<file path="config.mk">
export PLATFORM = sky130hd
export DESIGN_NAME = xge_pkt_rx_reader_flat
export DESIGN_NICKNAME = d
export VERILOG_FILES = /design/src/rtl/xge_pkt_pkg.sv /design/src/rtl/xge_pkt_rx_reader_if.sv /design/src/rtl/xge_sat_cnt.sv /design/src/rtl/xge_pkt_rx_reader.sv /design/src/flat_wrapper.sv
export SDC_FILE = /design/constraint.sdc
export NUM_CORES = 1
export LEC_CHECK = 0
export ABC_AREA = 1
export CELL_PAD_IN_SITES_DETAIL_PLACEMENT = 0
export CELL_PAD_IN_SITES_GLOBAL_PLACEMENT = 1
export CORE_ASPECT_RATIO = 2
export CORE_UTILIZATION = 30
export CTS_BUF_LIST = sky130_fd_sc_hd__clkbuf_2
export DETAILED_ROUTE_END_ITERATION = 8
export PLACE_DENSITY_LB_ADDON = 0.15
export SYNTH_ARGS = -nofsm -noshare
export SYNTH_HDL_FRONTEND = slang
export SYNTH_HIERARCHICAL = 1
export SYNTH_SLANG_ARGS = --single-unit
export TNS_END_PERCENT = 50
</file>
<file path="constraint.sdc">
create_clock -name clk_156m25 -period 17.7 [get_ports clk_156m25]
set_input_delay 3.54 -clock clk_156m25 [delete_from_list [all_inputs] [get_ports clk_156m25]]
set_output_delay 3.54 -clock clk_156m25 [all_outputs]
set_load 0.02 [all_outputs]
</file>
<file path="src/rtl/xge_pkt_pkg.sv">
// Shared types and helpers for the xge_mac RX reader/checker.
// Holds the FSM encoding, byte-mask helpers and the loopback payload pattern.
package xge_pkt_pkg;

    typedef enum logic [1:0] {
        ST_IDLE  = 2'd0,
        ST_READ  = 2'd1,
        ST_ABORT = 2'd2
    } rx_state_e;

    localparam logic [15:0] PAT_A5 = 16'hA5A5;
    localparam logic [15:0] PAT_5A = 16'h5A5A;

    // Bit 7 of the mask is byte 0, which sits in data[63:56].
    function automatic logic [7:0] mod_to_mask(input logic [2:0] mod);
        logic [7:0] m;
        if (mod == 3'd0) m = 8'hFF;
        else             m = ~(8'hFF >> mod);
        return m;
    endfunction

    function automatic logic [3:0] mod_to_bytes(input logic [2:0] mod);
        return (mod == 3'd0) ? 4'd8 : {1'b0, mod};
    endfunction

    function automatic logic [63:0] pat_word(input logic [15:0] n, input logic [15:0] k);
        logic [63:0] w;
        if (k == 16'd0) w = {n, 16'h0000, ~n, PAT_A5};
        else            w = {n, k, n ^ PAT_5A, k};
        return w;
    endfunction

endpackage

</file>
<file path="src/rtl/xge_pkt_rx_reader_if.sv">
// xge_mac pkt_rx bus: the MAC drives data/framing, the reader drives the read enable.
interface xge_pkt_rx_reader_if;
    logic        pkt_rx_avail;
    logic        pkt_rx_ren;
    logic        pkt_rx_val;
    logic [63:0] pkt_rx_data;
    logic        pkt_rx_sop;
    logic        pkt_rx_eop;
    logic [2:0]  pkt_rx_mod;
    logic        pkt_rx_err;

    modport master (
        output pkt_rx_avail, pkt_rx_val, pkt_rx_data, pkt_rx_sop,
               pkt_rx_eop, pkt_rx_mod, pkt_rx_err,
        input  pkt_rx_ren
    );

    modport slave (
        input  pkt_rx_avail, pkt_rx_val, pkt_rx_data, pkt_rx_sop,
               pkt_rx_eop, pkt_rx_mod, pkt_rx_err,
        output pkt_rx_ren
    );
endinterface

</file>
<file path="src/rtl/xge_sat_cnt.sv">
// Saturating statistics counter; clear has priority over an increment in the same cycle.
module xge_sat_cnt #(
    parameter int W  = 16,
    parameter int AW = 1
) (
    input  logic          clk_156m25,
    input  logic          reset_156m25,
    input  logic          clr,
    input  logic          inc,
    input  logic [AW-1:0] amt,
    output logic [W-1:0]  cnt
);
    logic [W:0] sum;

    assign sum = {1'b0, cnt} + {{(W + 1 - AW){1'b0}}, amt};

    always_ff @(posedge clk_156m25) begin
        if (reset_156m25 || clr) begin
            cnt <= '0;
        end else if (inc) begin
            cnt <= sum[W] ? {W{1'b1}} : sum[W-1:0];
        end
    end
endmodule

</file>
<file path="src/rtl/xge_pkt_rx_reader.sv">
// Drains frames from the xge_mac RX FIFO, checks framing, sequence and payload
// pattern, and keeps saturating statistics.
//
// state    | meaning
// ---------+--------------------------------------------------------------
// ST_IDLE  | waiting for pkt_rx_avail; any pkt_rx_val here is a stray word
// ST_READ  | ren asserted, words checked, timeout counter running
// ST_ABORT | one-cycle drop of a timed-out frame, then back to idle
module xge_pkt_rx_reader
    import xge_pkt_pkg::*;
#(
    parameter int MAX_WORDS   = 64,
    parameter int TIMEOUT_CYC = 1024,
    parameter bit CHECK_EN    = 1'b1
) (
    input  logic                clk_156m25,
    input  logic                reset_156m25,
    xge_pkt_rx_reader_if.slave  rx,
    input  logic                stat_clr,
    output logic [31:0]         pkt_good_cnt,
    output logic [31:0]         pkt_bad_cnt,
    output logic [47:0]         byte_cnt,
    output logic [15:0]         mac_err_cnt,
    output logic [15:0]         pat_err_cnt,
    output logic [15:0]         seq_err_cnt,
    output logic [15:0]         frm_err_cnt,
    output logic                busy
);
    localparam int          TW       = $clog2(TIMEOUT_CYC) + 1;
    localparam logic [TW-1:0] TMO_LOAD = TW'(TIMEOUT_CYC - 1);
    localparam logic [15:0] K_LAST   = 16'(MAX_WORDS - 1);

    rx_state_e   state;
    logic [TW-1:0] tmo_cnt;
    logic        in_frame;
    logic [15:0] k_q, frm_n, exp_seq;
    logic [31:0] frm_bytes;
    logic        bad_frm, bad_pat, bad_seq;

    logic        rx_word, start, stray_sop, no_sop, oversize, pat_miss, seq_miss;
    logic        eof, tmo, stray_idle, any_bad;
    logic        w_frm, w_pat, w_seq;
    logic [15:0] k_cur, n_cur;
    logic [63:0] exp_word, byte_mask;
    logic [7:0]  cmask;
    logic [31:0] w_bytes;

    assign rx.pkt_rx_ren = (state == ST_READ) && !(rx.pkt_rx_val && rx.pkt_rx_eop);
    assign busy          = (state != ST_IDLE);

    // A word with no frame open starts one, so a missing sop still gets checked.
    always_comb begin
        rx_word    = (state == ST_READ) && rx.pkt_rx_val;
        start      = rx_word && (rx.pkt_rx_sop || !in_frame);
        stray_sop  = rx_word && rx.pkt_rx_sop && in_frame;
        no_sop     = rx_word && !rx.pkt_rx_sop && !in_frame;
        k_cur      = start ? 16'd0 : k_q;
        n_cur      = start ? rx.pkt_rx_data[63:48] : frm_n;
        oversize   = rx_word && (k_cur > K_LAST);
        exp_word   = pat_word(n_cur, k_cur);
        cmask      = ((k_cur == 16'd0) ? 8'h3F : 8'hFF) &
                     (rx.pkt_rx_eop ? mod_to_mask(rx.pkt_rx_mod) : 8'hFF);
        byte_mask  = '0;
        for (int i = 0; i < 8; i++) byte_mask[8*i +: 8] = {8{cmask[i]}};
        pat_miss   = CHECK_EN && rx_word && (|(byte_mask & (rx.pkt_rx_data ^ exp_word)));
        seq_miss   = start && (rx.pkt_rx_data[63:48] != exp_seq);
        w_frm      = (!start && bad_frm) || stray_sop || no_sop || oversize;
        w_pat      = (!start && bad_pat) || pat_miss;
        w_seq      = (!start && bad_seq) || seq_miss;
        w_bytes    = (start ? 32'd0 : frm_bytes) +
                     (rx.pkt_rx_eop ? {28'd0, mod_to_bytes(rx.pkt_rx_mod)} : 32'd8);
        eof        = rx_word && rx.pkt_rx_eop;
        tmo        = (state == ST_READ) && !rx.pkt_rx_val && (tmo_cnt == '0);
        stray_idle = (state == ST_IDLE) && rx.pkt_rx_val;
        any_bad    = w_frm || w_pat || w_seq || rx.pkt_rx_err;
    end

    // Expected sequence is committed only at eop, so an aborted frame leaves it untouched.
    always_ff @(posedge clk_156m25) begin
        if (reset_156m25) begin
            state     <= ST_IDLE;
            tmo_cnt   <= '0;
            in_frame  <= 1'b0;
            k_q       <= '0;
            frm_n     <= '0;
            exp_seq   <= '0;
            frm_bytes <= '0;
            bad_frm   <= 1'b0;
            bad_pat   <= 1'b0;
            bad_seq   <= 1'b0;
        end else begin
            case (state)
                ST_IDLE: begin
                    in_frame <= 1'b0;
                    if (rx.pkt_rx_avail) begin
                        state   <= ST_READ;
                        tmo_cnt <= TMO_LOAD;
                    end
                end
                ST_READ: begin
                    if (eof) begin
                        state    <= ST_IDLE;
                        in_frame <= 1'b0;
                        exp_seq  <= n_cur + 16'd1;
                    end else if (tmo) begin
                        state    <= ST_ABORT;
                        in_frame <= 1'b0;
                    end else if (rx_word) begin
                        tmo_cnt   <= TMO_LOAD;
                        in_frame  <= 1'b1;
                        k_q       <= (k_cur == 16'hFFFF) ? k_cur : k_cur + 16'd1;
                        frm_n     <= n_cur;
                        frm_bytes <= w_bytes;
                        bad_frm   <= w_frm;
                        bad_pat   <= w_pat;
                        bad_seq   <= w_seq;
                    end else begin
                        tmo_cnt <= tmo_cnt - TW'(1);
                    end
                end
                ST_ABORT: begin
                    state    <= ST_IDLE;
                    in_frame <= 1'b0;
                end
                default: state <= ST_IDLE;
            endcase
        end
    end

    xge_sat_cnt #(.W(32), .AW(1)) u_good (
        .clk_156m25(clk_156m25), .reset_156m25(reset_156m25), .clr(stat_clr),
        .inc(eof && !any_bad), .amt(1'b1), .cnt(pkt_good_cnt));
    xge_sat_cnt #(.W(32), .AW(1)) u_bad (
        .clk_156m25(clk_156m25), .reset_156m25(reset_156m25), .clr(stat_clr),
        .inc((eof && any_bad) || tmo), .amt(1'b1), .cnt(pkt_bad_cnt));
    xge_sat_cnt #(.W(48), .AW(32)) u_bytes (
        .clk_156m25(clk_156m25), .reset_156m25(reset_156m25), .clr(stat_clr),
        .inc(eof), .amt(w_bytes), .cnt(byte_cnt));
    xge_sat_cnt #(.W(16), .AW(1)) u_mac (
        .clk_156m25(clk_156m25), .reset_156m25(reset_156m25), .clr(stat_clr),
        .inc(eof && rx.pkt_rx_err), .amt(1'b1), .cnt(mac_err_cnt));
    xge_sat_cnt #(.W(16), .AW(1)) u_pat (
        .clk_156m25(clk_156m25), .reset_156m25(reset_156m25), .clr(stat_clr),
        .inc(eof && w_pat), .amt(1'b1), .cnt(pat_err_cnt));
    xge_sat_cnt #(.W(16), .AW(1)) u_seq (
        .clk_156m25(clk_156m25), .reset_156m25(reset_156m25), .clr(stat_clr),
        .inc(eof && w_seq), .amt(1'b1), .cnt(seq_err_cnt));
    xge_sat_cnt #(.W(16), .AW(1)) u_frm (
        .clk_156m25(clk_156m25), .reset_156m25(reset_156m25), .clr(stat_clr),
        .inc((eof && w_frm) || tmo || stray_idle), .amt(1'b1), .cnt(frm_err_cnt));
endmodule

</file>
<file path="src/flat_wrapper.sv">
// flat-port wrapper written by rule: the top's interface ports become plain ports
module xge_pkt_rx_reader_flat import xge_pkt_pkg::*;
#(
    parameter int MAX_WORDS   = 64,
    parameter int TIMEOUT_CYC = 1024,
    parameter bit CHECK_EN    = 1'b1
)
  (clk_156m25, reset_156m25, stat_clr, pkt_good_cnt, pkt_bad_cnt, byte_cnt, mac_err_cnt, pat_err_cnt, seq_err_cnt, frm_err_cnt, busy, rx_pkt_rx_avail, rx_pkt_rx_val, rx_pkt_rx_data, rx_pkt_rx_sop, rx_pkt_rx_eop, rx_pkt_rx_mod, rx_pkt_rx_err, rx_pkt_rx_ren);
  xge_pkt_rx_reader_if rx_i ();
  input  logic clk_156m25;
  input  logic reset_156m25;
  input  logic stat_clr;
  output logic [31:0] pkt_good_cnt;
  output logic [31:0] pkt_bad_cnt;
  output logic [47:0] byte_cnt;
  output logic [15:0] mac_err_cnt;
  output logic [15:0] pat_err_cnt;
  output logic [15:0] seq_err_cnt;
  output logic [15:0] frm_err_cnt;
  output logic busy;
  input wire logic [$bits(rx_i.pkt_rx_avail)-1:0] rx_pkt_rx_avail;
  input wire logic [$bits(rx_i.pkt_rx_val)-1:0] rx_pkt_rx_val;
  input wire logic [$bits(rx_i.pkt_rx_data)-1:0] rx_pkt_rx_data;
  input wire logic [$bits(rx_i.pkt_rx_sop)-1:0] rx_pkt_rx_sop;
  input wire logic [$bits(rx_i.pkt_rx_eop)-1:0] rx_pkt_rx_eop;
  input wire logic [$bits(rx_i.pkt_rx_mod)-1:0] rx_pkt_rx_mod;
  input wire logic [$bits(rx_i.pkt_rx_err)-1:0] rx_pkt_rx_err;
  output wire logic [$bits(rx_i.pkt_rx_ren)-1:0] rx_pkt_rx_ren;
  assign rx_i.pkt_rx_avail = rx_pkt_rx_avail;
  assign rx_i.pkt_rx_val = rx_pkt_rx_val;
  assign rx_i.pkt_rx_data = rx_pkt_rx_data;
  assign rx_i.pkt_rx_sop = rx_pkt_rx_sop;
  assign rx_i.pkt_rx_eop = rx_pkt_rx_eop;
  assign rx_i.pkt_rx_mod = rx_pkt_rx_mod;
  assign rx_i.pkt_rx_err = rx_pkt_rx_err;
  assign rx_pkt_rx_ren = rx_i.pkt_rx_ren;
  xge_pkt_rx_reader #(.MAX_WORDS(MAX_WORDS), .TIMEOUT_CYC(TIMEOUT_CYC), .CHECK_EN(CHECK_EN)) u_core (.clk_156m25(clk_156m25), .reset_156m25(reset_156m25), .rx(rx_i), .stat_clr(stat_clr), .pkt_good_cnt(pkt_good_cnt), .pkt_bad_cnt(pkt_bad_cnt), .byte_cnt(byte_cnt), .mac_err_cnt(mac_err_cnt), .pat_err_cnt(pat_err_cnt), .seq_err_cnt(seq_err_cnt), .frm_err_cnt(frm_err_cnt), .busy(busy));
endmodule
</file>
==> results.yml <==
timing:
  post-route-period-util: 0.536
  fmax_ghz: 0.105
  post-route-min-period_ns: 9.49
  final.setup.tns_ns: 0
  fin_hold_ws_ns: 0.471
  drv_slew: 0
  finalHoldViolCount: 0
  rsz0062_at_grt: "no"
  setup_ws_ns: 8.21
  finClkSkew_ns: 0.0890
  relSlewSlack: 0.223
  setup_viol: 0
  worst_slew_pin_slew_ns: 1.16
drt:
  num_vias: 20600
  drc_errors: 0
  first_iter_violations: 818
  routed_via_density: 4.74
  wl_met2_mm: 41.1
  firstDrtPassIters: 5
  wl_met1_mm: 25.9
  highest_layer: "met5"
  routed_wl_mm: 74.8
  ant_nets: 0
  wl_per_cell_um: 17.2
  met3WireLength_mm: 3.79
clock_network:
  tritoncts: "done"
  cts-htree-levels: 3
  cts.hold.buffers_added: 0
  post_cts_resized: 0
  clk_latency_ns: 1.17
  clk_path_buf_depth: 3
  root_buffer: "clkbuf_2"
  cts_made_buffers: 76
  post_cts_buffers: 0
  clock-sinks: 273
  clkTransAtPathRegs_ns: 0.10
placed_design:
  gp_congestion: 0.965
  dp_hpwl_mm: 58.6
  dp_slack_ns: 8.04
  portBuffers: 252
  place_area_sq_um: 23400
global_routing:
  grt_max_degree: 74
  antenna_found_initial: 10
  grt_pass1_wl_mm: 114
  grt_usage: 0.221
  grt_pass1_vias: 20800
  overflow: 0
floorplan:
  fp.dieW_um: 185
  die_area_sq_um: 68100
  num_io_pins: 253
  coreArea_sq_um: 66100
  rows: 133
  floorplan.initialDensity: 0.304
  die_y_um: 368
final_layout:
  fin_area_sq_um: 24100
  syn2layout_area_growth_pct: 19.9
  fin_nets: 3536
  n_fill_cell: 7315
  multiInputGateArea_sq_um: 12400
  seq_area_sq_um: 5470
  drive_above_1_share: 0.104
synth:
  synth_fa_ha_area_frac: 0.0356
  synth_compound_area_frac: 0.132
  yosys_register_bits: 273
  syn_inst: 3123
  synth_top_family_by_area: "simple AND/OR/NAND/NOR gates"
  synth_top_cell_by_area: "dfxtp_1"
  synthXorXnorAreaFrac: 0.0640
  syn_area_per_cell_sq_um: 6.44
  ys.flop_type: "dfxtp_1"
  syn-cell-area_sq_um: 20100
  synth.distinct_cells: 56
  synth.mux.area_fraction: 0.00299
  ys_seq_area_frac: 0.272
  synth_edf_count: 0
  async_flop_share: 0
  synth_area_leaders: "dfxtp_1 27%, nand2_1 15%, inv_1 9.0%, nor2_1 7.1%, nand3_1 5.0%"
  yosys_warnings: 6
  yosys.area_share.simple: 0.378
  yosysTopAreaCellShare: 0.272
critical_path:
  path_buf_inv: 5
  start_kind: "primary input"
  cp_top_family: "buffers and inverters"
  critPathMaxFanout: 30
  critPathSlowestCell: "clkdlybuf4s50_1"
  crit_path_cell_trace: "clkdlybuf4s50_1, inv_1, nor2_2, inv_1, nor2_4, buf_4, nor2_1, clkdlybuf4s50_1"
  required_ns: 14.16
  crit_arrival_ns: 5.95
  critPathCaptureType: "output pin"
  cpPeakStageDelay_ns: 0.59
  path_class: "primary input to output pin"
pwr:
  irDropWorstVdd_mv: 0.0368
  leakage_nw: 10.8
  powerDensity_nw_per_um2: 53.9
  finalPower_w: 0.00130
status:
  status: "finished clean"
hold_path:
  hold_class: "register to register"
flow_run:
  maxCapViolCount: 0
report_power, final:
part / switching, W / internal, W
combinational: 0.000110 / 0.0000600
sequential: 0.00000756 / 0.000625
clock: 0.000310 / 0.000186
cells in the final DEF, fill, tap and decap left out, types with 17 or more instances in the layout:
cell / count
nand2_1: 804
a31oi_1: 21
nand3_1: 202
nand2_2: 17
o21ai_0: 135
nand4_1: 42
ha_1: 54
a21oi_1: 140
xor2_1: 78
clkbuf_2: 116
clkdlybuf4s50_1: 251
xnor2_1: 67
nor2_2: 35
dfxtp_1: 273
o21ai_1: 17
nor3_1: 40
nor2_1: 378
a21oi_4: 20
inv_1: 482
a21oi_2: 45
nand3b_1: 42
worst min-delay path: cells and delay by family, from the launching register on:
family | cells | cell delay [ns]
compound gates | 1 | 0.05
flops | 1 | 0.32
simple gates | 1 | 0.06
worst paths after layout:
kind | to | slack, ns | from | depth (start not counted)
min | u_core/k_q[1] | 0.47 | u_core/k_q[1] | 2
min reg2reg | u_core/k_q[1] | 0.47 | u_core/k_q[1] | 2
max | rx_pkt_rx_ren | 8.21 | rx_pkt_rx_val | 8
max reg2reg | u_core/u_bytes/cnt[46] | 11.86 | u_core/in_frame | 28
per-layer routing:
layer / GRT usage / vias to the layer above
met3: 0.0467 / 189
met2: 0.437 / 503
li1: - / 10500
met1: 0.200 / 9398
met4: 0.126 / 12
met5: 0 / -
flip-flops by register name (all words and copies together), names as in the netlist:
name,cells
u_core/u_bad/cnt,32
u_core/tmo_cnt,11
u_core/u_pat/cnt,16
u_core/bad_pat,1
u_core/u_mac/cnt,16
u_core/u_frm/cnt,16
u_core/u_seq/cnt,16
u_core/u_good/cnt,32
u_core/exp_seq,16
u_core/in_frame,1
u_core/k_q,16
u_core/u_bytes/cnt,48
u_core/state,2
u_core/frm_bytes,32
u_core/frm_n,16
u_core/bad_frm,1
u_core/bad_seq,1
layout make-up:
type | instances | area share
antenna | 4 | 0.000415
clock buffer | 116 | 0.0241
clock inverter | 17 | 0.00374
inverter | 493 | 0.0770
multi-input combinational | 2296 | 0.514
sequential | 273 | 0.227
tap | 877 | 0.0455
timing repair buffer | 265 | 0.109
metrics by stage:
step                utilization  cells
floorplan                     -   3134
global placement          0.354   4204
detailed placement        0.354   4204
CTS                       0.365   4337
global route              0.365   4341
finish                    0.365   4341
Yosys cell counts, types with 20 or more instances:
cell type and number:
inv_1 483, a21oi_1 140, nor3_1 40, nand4_1 42, nand2_1 804, xor2_1 78, nand3_1 202, a31oi_1 21
clkbuf_1 34, a21oi_4 20, nand3b_1 42, nor2_1 380, o21ai_0 135, ha_1 54, nor2_2 34, a21oi_2 45
dfxtp_1 273, xnor2_1 67
kinds of logic after synthesis:
logic type | Yosys count
DFF | 273
xor gates and xnor gates | 146
muxes | 6
buffers and inverters | 565
adders and majority gates | 56
and+or+nand+nor | 1659
other | 1
AOI/OAI and AO/OA | 417
(Power assumes the default switching activity.)
